### src/rtl/mips_pkg.sv
// Shared decode constants and the decode-stage FSM state type.
// Latency: n/a (package).
// Backpressure: n/a (package).
package mips_pkg;

  // Opcode field values (Ins[31:26]) that the decode stage cares about.
  localparam logic [5:0] R_FORM = 6'h00;
  localparam logic [5:0] J      = 6'h02;
  localparam logic [5:0] JAL    = 6'h03;
  localparam logic [5:0] BEQ    = 6'h04;
  localparam logic [5:0] ANDI   = 6'h0C;
  localparam logic [5:0] ORI    = 6'h0D;
  localparam logic [5:0] XORI   = 6'h0E;
  localparam logic [5:0] SW     = 6'h2B;

  // CLEAR: post-reset sweep zeroing the register file; RUN: normal decode.
  typedef enum logic {
    CLEAR = 1'b0,
    RUN   = 1'b1
  } id_state_e;

  // Logical immediates are zero-extended; everything else is sign-extended.
  function automatic logic is_logic_imm(input logic [5:0] op);
    return (op == ANDI) || (op == ORI) || (op == XORI);
  endfunction

endpackage

### src/rtl/id_regfile.sv
// Register file: 2 combinational read ports, 1 write port, clear port, r0 hard zero.
// Latency: reads combinational (optional same-cycle write bypass); writes land on the edge.
// Backpressure: none; the clear port has priority over the write port.
module id_regfile #(
  parameter int XLEN    = 32,
  parameter int REG_NUM = 32,
  parameter int BYPASS  = 1,
  localparam int AW     = $clog2(REG_NUM)
) (
  input  logic            CLK,
  input  logic            we_i,
  input  logic [AW-1:0]   waddr_i,
  input  logic [XLEN-1:0] wdata_i,
  input  logic            clr_i,
  input  logic [AW-1:0]   clr_idx_i,
  input  logic [AW-1:0]   raddr1_i,
  input  logic [AW-1:0]   raddr2_i,
  output logic [XLEN-1:0] rdata1_o,
  output logic [XLEN-1:0] rdata2_o
);

  // Entry 0 is never written; reads of index 0 are forced to zero below.
  logic [XLEN-1:0] mem_q [REG_NUM];
  logic            hit1;
  logic            hit2;

  // Sweep clear wins; otherwise a write-back to a non-zero index updates the array.
  always_ff @(posedge CLK) begin
    if (clr_i) begin
      mem_q[clr_idx_i] <= '0;
    end else if (we_i && (waddr_i != '0)) begin
      mem_q[waddr_i] <= wdata_i;
    end
  end

  // Forward the in-flight write-back so the decoded operand is never one write stale.
  assign hit1 = (BYPASS != 0) && we_i && (waddr_i == raddr1_i);
  assign hit2 = (BYPASS != 0) && we_i && (waddr_i == raddr2_i);

  assign rdata1_o = (raddr1_i == '0) ? '0 : (hit1 ? wdata_i : mem_q[raddr1_i]);
  assign rdata2_o = (raddr2_i == '0) ? '0 : (hit2 ? wdata_i : mem_q[raddr2_i]);

endmodule

### src/rtl/id_stage_pipe.sv
// Decode stage: register read with write-back bypass, dest/imm decode, registered ID/EX slot.
// Latency: 1 cycle accept-to-out_valid; REG_NUM-1 cycle clear sweep after every reset.
// Backpressure: in_ready drops while the slot is full and EX is not consuming (and during sweep).
module id_stage_pipe
  import mips_pkg::*;
#(
  parameter int XLEN    = 32,
  parameter int REG_NUM = 32,
  parameter int BYPASS  = 1,
  localparam int AW     = $clog2(REG_NUM)
) (
  input  logic            CLK,
  input  logic            RST_N,
  input  logic            in_valid,
  output logic            in_ready,
  input  logic [31:0]     Ins,
  input  logic            wb_en,
  input  logic [AW-1:0]   wb_addr,
  input  logic [XLEN-1:0] Wdata,
  output logic            out_valid,
  input  logic            out_ready,
  output logic [XLEN-1:0] Rdata1,
  output logic [XLEN-1:0] Rdata2,
  output logic [XLEN-1:0] Ed32,
  output logic [AW-1:0]   Wadr,
  output logic            reg_we,
  output logic            init_busy
);

  id_state_e       state_q, state_d;
  logic [AW-1:0]   idx_q, idx_d;
  logic            clr;
  logic            run;

  logic [5:0]      op;
  logic [AW-1:0]   rs_idx, rt_idx, rd_idx;
  logic [AW-1:0]   dest;
  logic            we_dec;
  logic [XLEN-1:0] ext;
  logic [XLEN-1:0] rd1, rd2;
  logic            accept;

  logic            vld_q;
  logic [XLEN-1:0] rd1_q, rd2_q, ext_q;
  logic [AW-1:0]   wadr_q;
  logic            we_q;

  // Sweep state register; reset restarts the sweep at index 1 (index 0 is hard zero).
  always_ff @(posedge CLK or negedge RST_N) begin
    if (!RST_N) begin
      state_q <= CLEAR;
      idx_q   <= AW'(1);
    end else begin
      state_q <= state_d;
      idx_q   <= idx_d;
    end
  end

  // Walk the clear index to the last register, then hand over to normal decode.
  always_comb begin
    state_d = state_q;
    idx_d   = idx_q;
    clr     = 1'b0;
    run     = 1'b0;
    case (state_q)
      CLEAR: begin
        clr   = 1'b1;
        idx_d = idx_q + AW'(1);
        if (idx_q == AW'(REG_NUM - 1)) begin
          state_d = RUN;
        end
      end
      RUN: begin
        run = 1'b1;
      end
      default: begin
        state_d = CLEAR;
      end
    endcase
  end

  // Field extraction; register indices keep only the low AW bits of the 5-bit fields.
  always_comb begin
    op     = Ins[31:26];
    rs_idx = AW'(Ins[25:21]);
    rt_idx = AW'(Ins[20:16]);
    rd_idx = AW'(Ins[15:11]);
  end

  // Destination select, write-enable and immediate extension.
  always_comb begin
    dest = rt_idx;
    if (op == JAL) begin
      dest = AW'(REG_NUM - 1);
    end else if (op == R_FORM) begin
      dest = rd_idx;
    end
    we_dec = !((op == SW) || (op == BEQ) || (op == J)) && (dest != '0);
    if (is_logic_imm(op)) begin
      ext = {{(XLEN-16){1'b0}}, Ins[15:0]};
    end else begin
      ext = {{(XLEN-16){Ins[15]}}, Ins[15:0]};
    end
  end

  id_regfile #(
    .XLEN    (XLEN),
    .REG_NUM (REG_NUM),
    .BYPASS  (BYPASS)
  ) u_regfile (
    .CLK       (CLK),
    .we_i      (run && wb_en),
    .waddr_i   (wb_addr),
    .wdata_i   (Wdata),
    .clr_i     (clr),
    .clr_idx_i (idx_q),
    .raddr1_i  (rs_idx),
    .raddr2_i  (rt_idx),
    .rdata1_o  (rd1),
    .rdata2_o  (rd2)
  );

  // Handshake: accept only in RUN when the slot is empty or being drained this cycle.
  always_comb begin
    in_ready  = run && (!vld_q || out_ready);
    init_busy = !run;
    accept    = in_valid && in_ready;
  end

  // ID/EX slot: load on accept (replacing any consumed entry), else drop valid when consumed.
  // A stalled slot is never refreshed by later write-backs; hazard handling lives upstream.
  always_ff @(posedge CLK or negedge RST_N) begin
    if (!RST_N) begin
      vld_q  <= 1'b0;
      rd1_q  <= '0;
      rd2_q  <= '0;
      ext_q  <= '0;
      wadr_q <= '0;
      we_q   <= 1'b0;
    end else if (accept) begin
      vld_q  <= 1'b1;
      rd1_q  <= rd1;
      rd2_q  <= rd2;
      ext_q  <= ext;
      wadr_q <= dest;
      we_q   <= we_dec;
    end else if (out_ready) begin
      vld_q  <= 1'b0;
    end
  end

  assign out_valid = vld_q;
  assign Rdata1    = rd1_q;
  assign Rdata2    = rd2_q;
  assign Ed32      = ext_q;
  assign Wadr      = wadr_q;
  assign reg_we    = we_q;

endmodule

### config.mk
export PLATFORM = sky130hd
export DESIGN_NAME = id_stage_pipe
export DESIGN_NICKNAME = d
export VERILOG_FILES = /design/src/rtl/mips_pkg.sv /design/src/rtl/id_regfile.sv /design/src/rtl/id_stage_pipe.sv
export SDC_FILE = /design/constraint.sdc
export NUM_CORES = 1
export LEC_CHECK = 0
export CORE_AREA = 2 2 342 344
export DETAILED_ROUTE_END_ITERATION = 16
export DIE_AREA = 0 0 344 346
export SLEW_MARGIN = 20
export SYNTH_ARGS = -nofsm -noshare
export SYNTH_HDL_FRONTEND = slang
export SYNTH_SLANG_ARGS = --single-unit
### constraint.sdc
create_clock -name CLK -period 5.5 [get_ports CLK]
set_input_delay 1.1 -clock CLK [delete_from_list [all_inputs] [get_ports CLK]]
set_output_delay 1.1 -clock CLK [all_outputs]
set_load 0.01 [all_outputs]
[Word-level counts from Yosys, hierarchy flattened]
Memories as Yosys holds them, arrays and structs flattened.
Index checks and enable logic that the tools add are counted.
Storage, ports and cells
  bits in registers: 109
  bits in writable memories: 1024
  bits of input ports: 74
  word-level logic and storage cells: 61
  memories kept: 1
Memories
  u_regfile.mem_q: depth 32, bits a word 32, read ports 2, clocked after memory_dff 0, wr ports 1, RTL line id_regfile.sv:23  | logic [XLEN-1:0] mem_q [REG_NUM];
Operators by class
  add/sub/neg operators: 1
  equal/unequal tests: 10
  muxes and demuxes: 19
  reduce and logical (&&, ||, !) cells: 22
Operators with widths (count)
  two-way mux 32 bit: 6
  OR reduction 32 bit: 1
  == test 6 x 4 -> 1 bit, second input constant: 3
  two-way mux 5 bit: 3
  == test 6 x 2 -> 1 bit, second input constant: 2
  == test 5 bit: 2
  zero test 5 bit: 2
  two-way mux 1 bit: 10
  nonzero test 5 bit: 2
  logical AND 1 bit: 7
  == test 6 x 3 -> 1 bit, second input constant: 1
  == test 6 bit, second input constant: 1
  zero test 6 bit: 1
  adder 5 x 1 -> 5 bit, second input constant: 1
  == test 5 bit, second input constant: 1
  logical OR 1 bit: 5
  zero test 1 bit: 3
  nonzero test 2 bit: 1

[Longest topological paths before layout]
Gate-level depths: netlist of the first run.
  depth in word-level cells: 8
  gate-level depth with buffers: 10

[Modules after synthesis]
Synthesis of the first run repeated with hierarchy kept, for this count alone.
Unflattened totals
  cell total of the unflattened synthesis: 3115
  area total of the unflattened synthesis: 52396.5 sq um
Modules (own cells, without submodules)
  id_regfile: instances 1, cells an instance 2688, area an instance 48481.5 sq um
  id_stage_pipe: instances 1, cells an instance 427, area an instance 3915.0 sq um

[Worst setup path before layout of the first run]
No wires, ideal clock.
  path kind: input port to flip-flop
  from: input wb_addr[0]
  to: memory u_regfile.mem_q[17][0] (enable)
  setup time: 0.421 ns
  arrival: 3.550 ns
  data required time: 5.079 ns
  path slack: 1.529 ns
  stages: 6
  path buffers: 1
  path through: clkbuf_1 nor4_1 a21oi_1 o21ai_0 nand2_1 nor2_1
On the way
  cells in the longest elaborated chain, start to end: 7
  elaborated cells on any way between the ends: 8
  classes of those cells: 5 x mux; 3 x reduce/logical
RTL lines
  start: declaration: RTL line id_stage_pipe.sv:18  | input logic [AW-1:0] wb_addr,
  nonzero test 5 bit: RTL line id_regfile.sv:31  | end else if (we_i && (waddr_i != '0)) begin
  logical AND 1 bit: RTL line id_regfile.sv:31
  two-way mux 1 bit: RTL line id_regfile.sv:31
  two-way mux 1 bit: RTL line id_regfile.sv:29  | if (clr_i) begin
  two-way mux 1 bit (not written as such): RTL line id_regfile.sv:32  | mem_q[waddr_i] <= wdata_i;
  OR reduction 32 bit (no source line)
  two-way mux 5 bit (no source line) / two-way mux 1 bit (equally long branches)
  end: declaration: RTL line id_regfile.sv:23
Several ways; a longest one is shown, not always the timed one.

[Final worst setup path of the first run]
  from: input wb_addr[0]
  to: memory u_regfile.mem_q[0][24] (enable)
The elaborated chain is that of the path after synthesis.

==> impl_metrics.csv, run 1 <==
group,metric,value,unit
cts,clockBufferDepth,3,
logic_synthesis,async_reset_ff_share,8.41,%
route,ant_nets,0,
place,place_inst,4263,
place,place_hpwl,106000,um
global_route,overflow,0,
cts,clk_pin_slew,60,ps
power_and_ir_drop,finalPower,19.8,mW
layout,seqCellArea,0.0331,mm^2
logic_synthesis,synth_edf_count,1024,
die,coreArea,0.115,mm^2
logic_synthesis,synth_cells,2678,
sta,fin_crit,3950,ps
cts,root_buffer,"clkbuf_16",
cts,cts_htree_levels,3,
sta,fin_crit_sh,71.9,%
logic_synthesis,ys_warn_count,0,
cts,ctsResizeCount,0,
sta,hold_viol_final,0,
power_and_ir_drop,p_leak,20.7,nW
logic_synthesis,syn-num-nets,2754,
sta,skew,32.4,ps
route,drt_iter0_markers,4508,
global_route,grt_pass1_wl,236000,um
critical_path,cp_max_fo,20,
logic_synthesis,synth_ff_type,"edfxtp_1",
critical_path,worstPathArrival,4300,ps
logic_synthesis,synthAdderAreaFrac,0.0485,%
sta,slew_headroom,19.5,%
sta,worst_pin_slew,1210,ps
sta,tns,0,ps
critical_path,end_kind,"flip-flop",
layout,final_cells,4494,
sta,rsz0062_at_grt,"no",
critical_path,reg2reg_to,"u_regfile.mem_q[0][24]",
logic_synthesis,synth_top_family_by_area,"multiplexers",
place,io_buffer_count,178,
route,avgViaCountPerCell,6.90,
die,dieArea,0.119,mm^2
logic_synthesis,synthesis.area,0.0515,mm^2
min_path,holdCritStartpoint,"Ed32[3]",
global_route,grt_pass1_vias,30800,
min_path,hold_path_class,"flip-flop to flip-flop",
logic_synthesis,synth_top_area_share,59.7,%
sta,setup_violations,0,
layout,num-fill-cells,9063,
die,die_w,344,um
route,first_pass_iters,5,
route,drt_wl_total,168000,um
critical_path,regToRegSetupSlack,1900,ps
power_and_ir_drop,ir_worst_vdd,0.000247,V
layout,final_area,0.0598,mm^2
layout,fin_nets,2940,
global_route,grt_max_degree,125,
die,start_util,44.7,%
logic_synthesis,synth_compound_area_share,4.73,%
cts,post-cts-setup-buffers,0,
global_route,antenna_found_initial,8,
cts,cts_buffers,120,
route,drcViolationCount,0,
logic_synthesis,synth.area.mux_share,24.6,%
layout,syn2layout_area_growth,16.0,%
place,gp_congestion,0.873,
layout,multiInputGateArea,0.0175,mm^2
sta,slew_violations,0,
logic_synthesis,yosys-top-cells-count,"edfxtp_1, mux4_2, clkbuf_1, nand2_1, a22oi_1",
global_route,grt_usage,28.2,%
die,die_h,346,um
critical_path,crit_type,"input pin to flip-flop",
job,maxCapViolCount,0,
critical_path,r2r_start,"state_q",
logic_synthesis,ys_ff_latch,1118,
logic_synthesis,yosysSeqAreaShare,64.2,%
power_and_ir_drop,p_per_area,331,mW/mm^2
cts,ctsHoldBuffers,0,
critical_path,ff2ff_path_depth,6,
cts,insertion_delay,730,ps
logic_synthesis,synth.top_cells.by_area,"edfxtp_1, mux4_2, dfrtp_1",
route,dr_total_vias,31000,
cts,cts_num_sinks,1118,
min_path,whs_path_depth,2,
logic_synthesis,yosys.area_share.xor_xnor,0.238,%
place,place_area,0.0556,mm^2
route,wl_per_cell,37.4,um
run_status,status,"finished, final reports clean",
layout,drive_above_1_share,31.6,%
critical_path,critPathRequiredTime,5850,ps
min_path,hold_end,"Ed32[3]",
die,io_pins,179,
logic_synthesis,synth.distinct_cells,49,
logic_synthesis,synth_most_common_cell,"edfxtp_1",
logic_synthesis,yosys.area_share.simple,3.69,%
logic_synthesis,synth_area_per_cell,19.2,um^2
sta,fmax,253,MHz
cts,tritoncts,"built",
logic_synthesis,synth_top_area_cell,"edfxtp_1",
critical_path,critPathLaunchType,"input pin",
die,placementRows,125,
cells in the final DEF, fill, tap and decap left out, types with 4 or more instances in the layout:
cell	instances
a211oi_1	54
a21oi_1	7
a221oi_1	37
a22oi_1	96
a32oi_1	33
and2_1	21
and2_2	15
buf_12	31
buf_4	90
buf_8	8
bufinv_16	19
clkbuf_1	20
clkbuf_16	122
clkdlybuf4s50_1	169
clkinv_1	13
clkinv_2	29
clkinv_4	4
clkinvlp_4	11
dfrtp_1	93
edfxtp_1	1024
inv_1	5
mux2_2	30
mux2i_1	69
mux4_2	517
nand2_1	104
nand2b_1	36
nand3_1	66
nor2_1	16
nor2_4	34
nor2b_1	55
o21a_1	10
o21ai_0	4
o221ai_1	27
o31ai_1	6
o41ai_1	27
xnor2_1	13
area by class of cell:
type	instances	area share, %
well taps	1524	3.19
flip-flops and latches	1118	55.3
multi-input cells	1319	29.3
diodes	2	0.00837
inverters	5	0.0314
repair buffers	300	5.22
clock inverters	83	1.66
clock buffers	143	5.25
worst max path at each step:
stage	start	end	slack, ps	depth (start not counted)
4_1_cts	wb_addr[0]	u_regfile.mem_q[0][24]	1620	7
6_report	wb_addr[0]	u_regfile.mem_q[0][24]	1550	7
3_5_place_dp	wb_addr[0]	u_regfile.mem_q[0][5]	880	7
5_1_grt	wb_addr[0]	u_regfile.mem_q[0][24]	1440	7
2_1_floorplan	wb_addr[0]	u_regfile.mem_q[17][0]	1530	6
3_3_place_gp	wb_addr[0]	u_regfile.mem_q[0][31]	930	7
metrics by stage:
step | util, % | hold slack (ps) | setup slack [ps]
floorplan | - | 453 | 1530
global placement | 48.2 | 457 | 935
detailed placement | 48.2 | 467 | 884
CTS | 51.8 | 483 | 1620
global route | 51.8 | 499 | 1440
finish | 51.8 | 481 | 1550
cell families after synthesis:
group           count (synthesis)
flops                        1118
mux                           616
simple gates                  378
compound gates                309
buf+inv                       241
xor+xnor                       14
fa+ha+maj                       2
flip-flops by register name, indices dropped and copies added (netlist names):
signal           count
Rdata1              32
out_valid            1
state_q              1
Ed32                17
idx_q                5
reg_we               1
Wadr                 5
Rdata2              32
u_regfile.mem_q   1024
report_power, final:
group	internal, mW	switching [mW]
registers	9.41	0.117
clock network	4.98	3.47
logic	0.763	1.08
worst max-delay path: stages:
cell,delay (ps)
clkdlybuf4s50_1,560
nor4_1,640
a21oi_4,340
mux2_2,340
nand2_1,250
nor2_4,540
buf_4,480
layer usage:
| layer | vias to the layer above | global-route usage [%] | wire length [um] |
|---|---|---|---|
| li1 | 11900 | - | - |
| met1 | 16700 | 40.0 | 65300 |
| met2 | 2148 | 43.4 | 78500 |
| met3 | 270 | 7.38 | 19800 |
| met4 | 8 | 7.68 | 4610 |
| met5 | - | 0 | 52 |
Note: power is estimated with default switching activity, not from simulation.
==> run 2: changes to the inputs <==
==> constraint.sdc (replaced) <==
create_clock -name CLK -period 3.8 [get_ports CLK]
set_input_delay 0.76 -clock CLK [delete_from_list [all_inputs] [get_ports CLK]]
set_output_delay 0.76 -clock CLK [all_outputs]
set_load 0.01 [all_outputs]
==> run 2 against run 1 <==
Against the previous run:
- non-clock buffer count grew 108
- clock power grew 37%
- setup slack lost 720 ps
- cell area grew 1.7%
- core utilization grew 0.89 points
- hold slack lost 360 ps
- routed wire length grew 3.7%
- via count grew 2.2%
- highest routed layer unchanged
- largest cell class unchanged
- clock-buffer cell count grew 1
- largest power group unchanged
- first-iteration DRC count grew 1.0%
- global-route usage grew 1.1 points
- sequential share of layout area shrank 0.94 points
==> impl_metrics.csv, run 2 (synthesis gave the netlist of run 1 again) <==
group,metric,value,unit
route,wl_per_cell,37.9,um
power_and_ir_drop,finalPower,28.3,mW
global_route,grt_pass1_wl,244000,um
power_and_ir_drop,power.share.clock,41.2,%
global_route,grt_usage,29.3,%
die,io_pins,179,
place,io_buffer_count,178,
sta,hold_viol_final,0,
sta,setup_violations,0,
cts,insertion_delay,720,ps
layout,fin_nets,3045,
sta,fin_crit,2970,ps
die,placementRows,125,
route,first_pass_iters,5,
sta,tns,0,ps
cts,ctsHoldBuffers,0,
power_and_ir_drop,pwr-share-comb,10.0,%
place,gp_congestion,0.906,
critical_path,worstPathArrival,3340,ps
global_route,antenna_found_initial,8,
power_and_ir_drop,swShare,23.8,%
critical_path,end_kind,"flip-flop",
cts,cts_htree_levels,3,
power_and_ir_drop,ir_worst_vdd,0.000348,V
layout,regMostFlops,"u_regfile.mem_q",
layout,syn2layout_area_growth,18.0,%
route,drcViolationCount,0,
job,maxCapViolCount,0,
layout,largest_reg_flops,1024,
sta,fin_crit_sh,78.2,%
route,avgViaCountPerCell,6.89,
sta,rsz0062_at_grt,"no",
sta,slew_violations,0,
die,die_h,346,um
min_path,hold_path_class,"input pin to async pin",
critical_path,startpoint,"wb_addr[2]",
route,drt_wl_total,174000,um
die,dieArea,0.119,mm^2
sta,worst_pin_slew,1070,ps
place,place_hpwl,113000,um
cts,root_buffer,"clkbuf_16",
route,drt_iter0_markers,4555,
critical_path,cp_max_fo,15,
power_and_ir_drop,p_int,21.5,mW
run_status,status,"finished, final reports clean",
route,ant_nets,0,
global_route,grt_pass1_vias,31800,
layout,final_cell_mix,"edfxtp_1, mux4_2, clkdlybuf4s50_1, buf_4, clkbuf_16",
critical_path,r2r_start,"state_q",
sta,skew,37.9,ps
power_and_ir_drop,power_switching,6.72,mW
die,coreArea,0.115,mm^2
global_route,overflow,0,
cts,tritoncts,"built",
cts,post-cts-setup-buffers,0,
critical_path,critPathRequiredTime,4170,ps
global_route,grt_max_degree,88,
die,start_util,44.7,%
cts,clockBufferDepth,3,
cts,clk_pin_slew,60,ps
sta,slew_headroom,28.9,%
route,dr_total_vias,31700,
cts,cts_num_sinks,1118,
die,die_w,344,um
power_and_ir_drop,p_leak,21.3,nW
layout,drive_above_1_share,33.7,%
critical_path,critPathLaunchType,"input pin",
power_and_ir_drop,seq_power_share,48.8,%
power_and_ir_drop,p_per_area,464,mW/mm^2
critical_path,crit_type,"input pin to flip-flop",
cts,ctsResizeCount,0,
layout,final_common_cell,"edfxtp_1",
sta,fmax,336,MHz
cts,cts_buffers,117,
## run 2: cell count changes in the layout (fill, tap and decap cells not counted), sizes merged
cell | previous run | this run
clkinvlp | 11 | 6
buf | 131 | 239
bufinv | 19 | 11
diode | 2 | 3
clkinv | 49 | 56
clkbuf | 143 | 144
## run 2: final timing paths
| kind | endpoint | slack [ps] | depth (start not counted) |
|---|---|---|---|
| worst max-delay path | u_regfile.mem_q[21][8] | 830 | 8 |
| worst min-delay path | Ed32[9] | 120 | 1 |
| worst max register to register | u_regfile.mem_q[21][8] | 840 | 6 |
| worst min register to register | Ed32[14] | 480 | 2 |
| max in group asynchronous | Rdata2[24] | 2850 | 2 |
| min in group CLK | Ed32[14] | 480 | 2 |
## run 2: layout make-up
class	count	area, um^2
diodes	3	7.51
clock buffers	144	3200
clock inverters	77	702
fillers	8986	54600
inverters	5	18.8
multi-input cells	1319	17500
flip-flops and latches	1118	33100
well taps	1524	1910
repair buffers	408	4380
## run 2: per-layer routing
metal	GRT usage, %	part of all wire [%]	vias to the layer above	wire [um]
met2	44.5	46	2302	80000
met5	0	0.0075	-	13
met3	8.49	13	340	22300
met1	40.5	38	17000	65600
li1	-	-	12100	-
met4	10.4	3.7	2	6540
## run 2: stage by stage
step	util, %	instance area (um^2)	cells	setup slack [ps]	hold WS, ps
final	52.7	60800	4598	827	123
after global routing	52.7	60800	4596	703	146
after CTS	52.7	60800	4595	845	107
after detailed placement	49.3	56900	4374	154	463
after global placement	49.3	56900	4374	235	457
after floorplan	-	51500	2678	169	453
## run 2: power groups by stage
stage | Clock [mW] | Combinational [mW] | Sequential, mW
2_1_floorplan | 0 | 1.38 | 14.0
3_3_place_gp | 0 | 2.77 | 14.0
3_5_place_dp | 0 | 2.80 | 14.0
4_1_cts | 11.8 | 2.81 | 13.8
5_1_grt | 12.3 | 2.96 | 13.8
6_report | 11.6 | 2.83 | 13.8
## run 2: worst max-delay path, stage by stage
cell and delay, ps:
clkdlybuf4s50_1 680, nor4_1 100, buf_4 160, o21ai_0 480, and2_1 280, nand2_1 300
nor2_4 240, buf_4 310
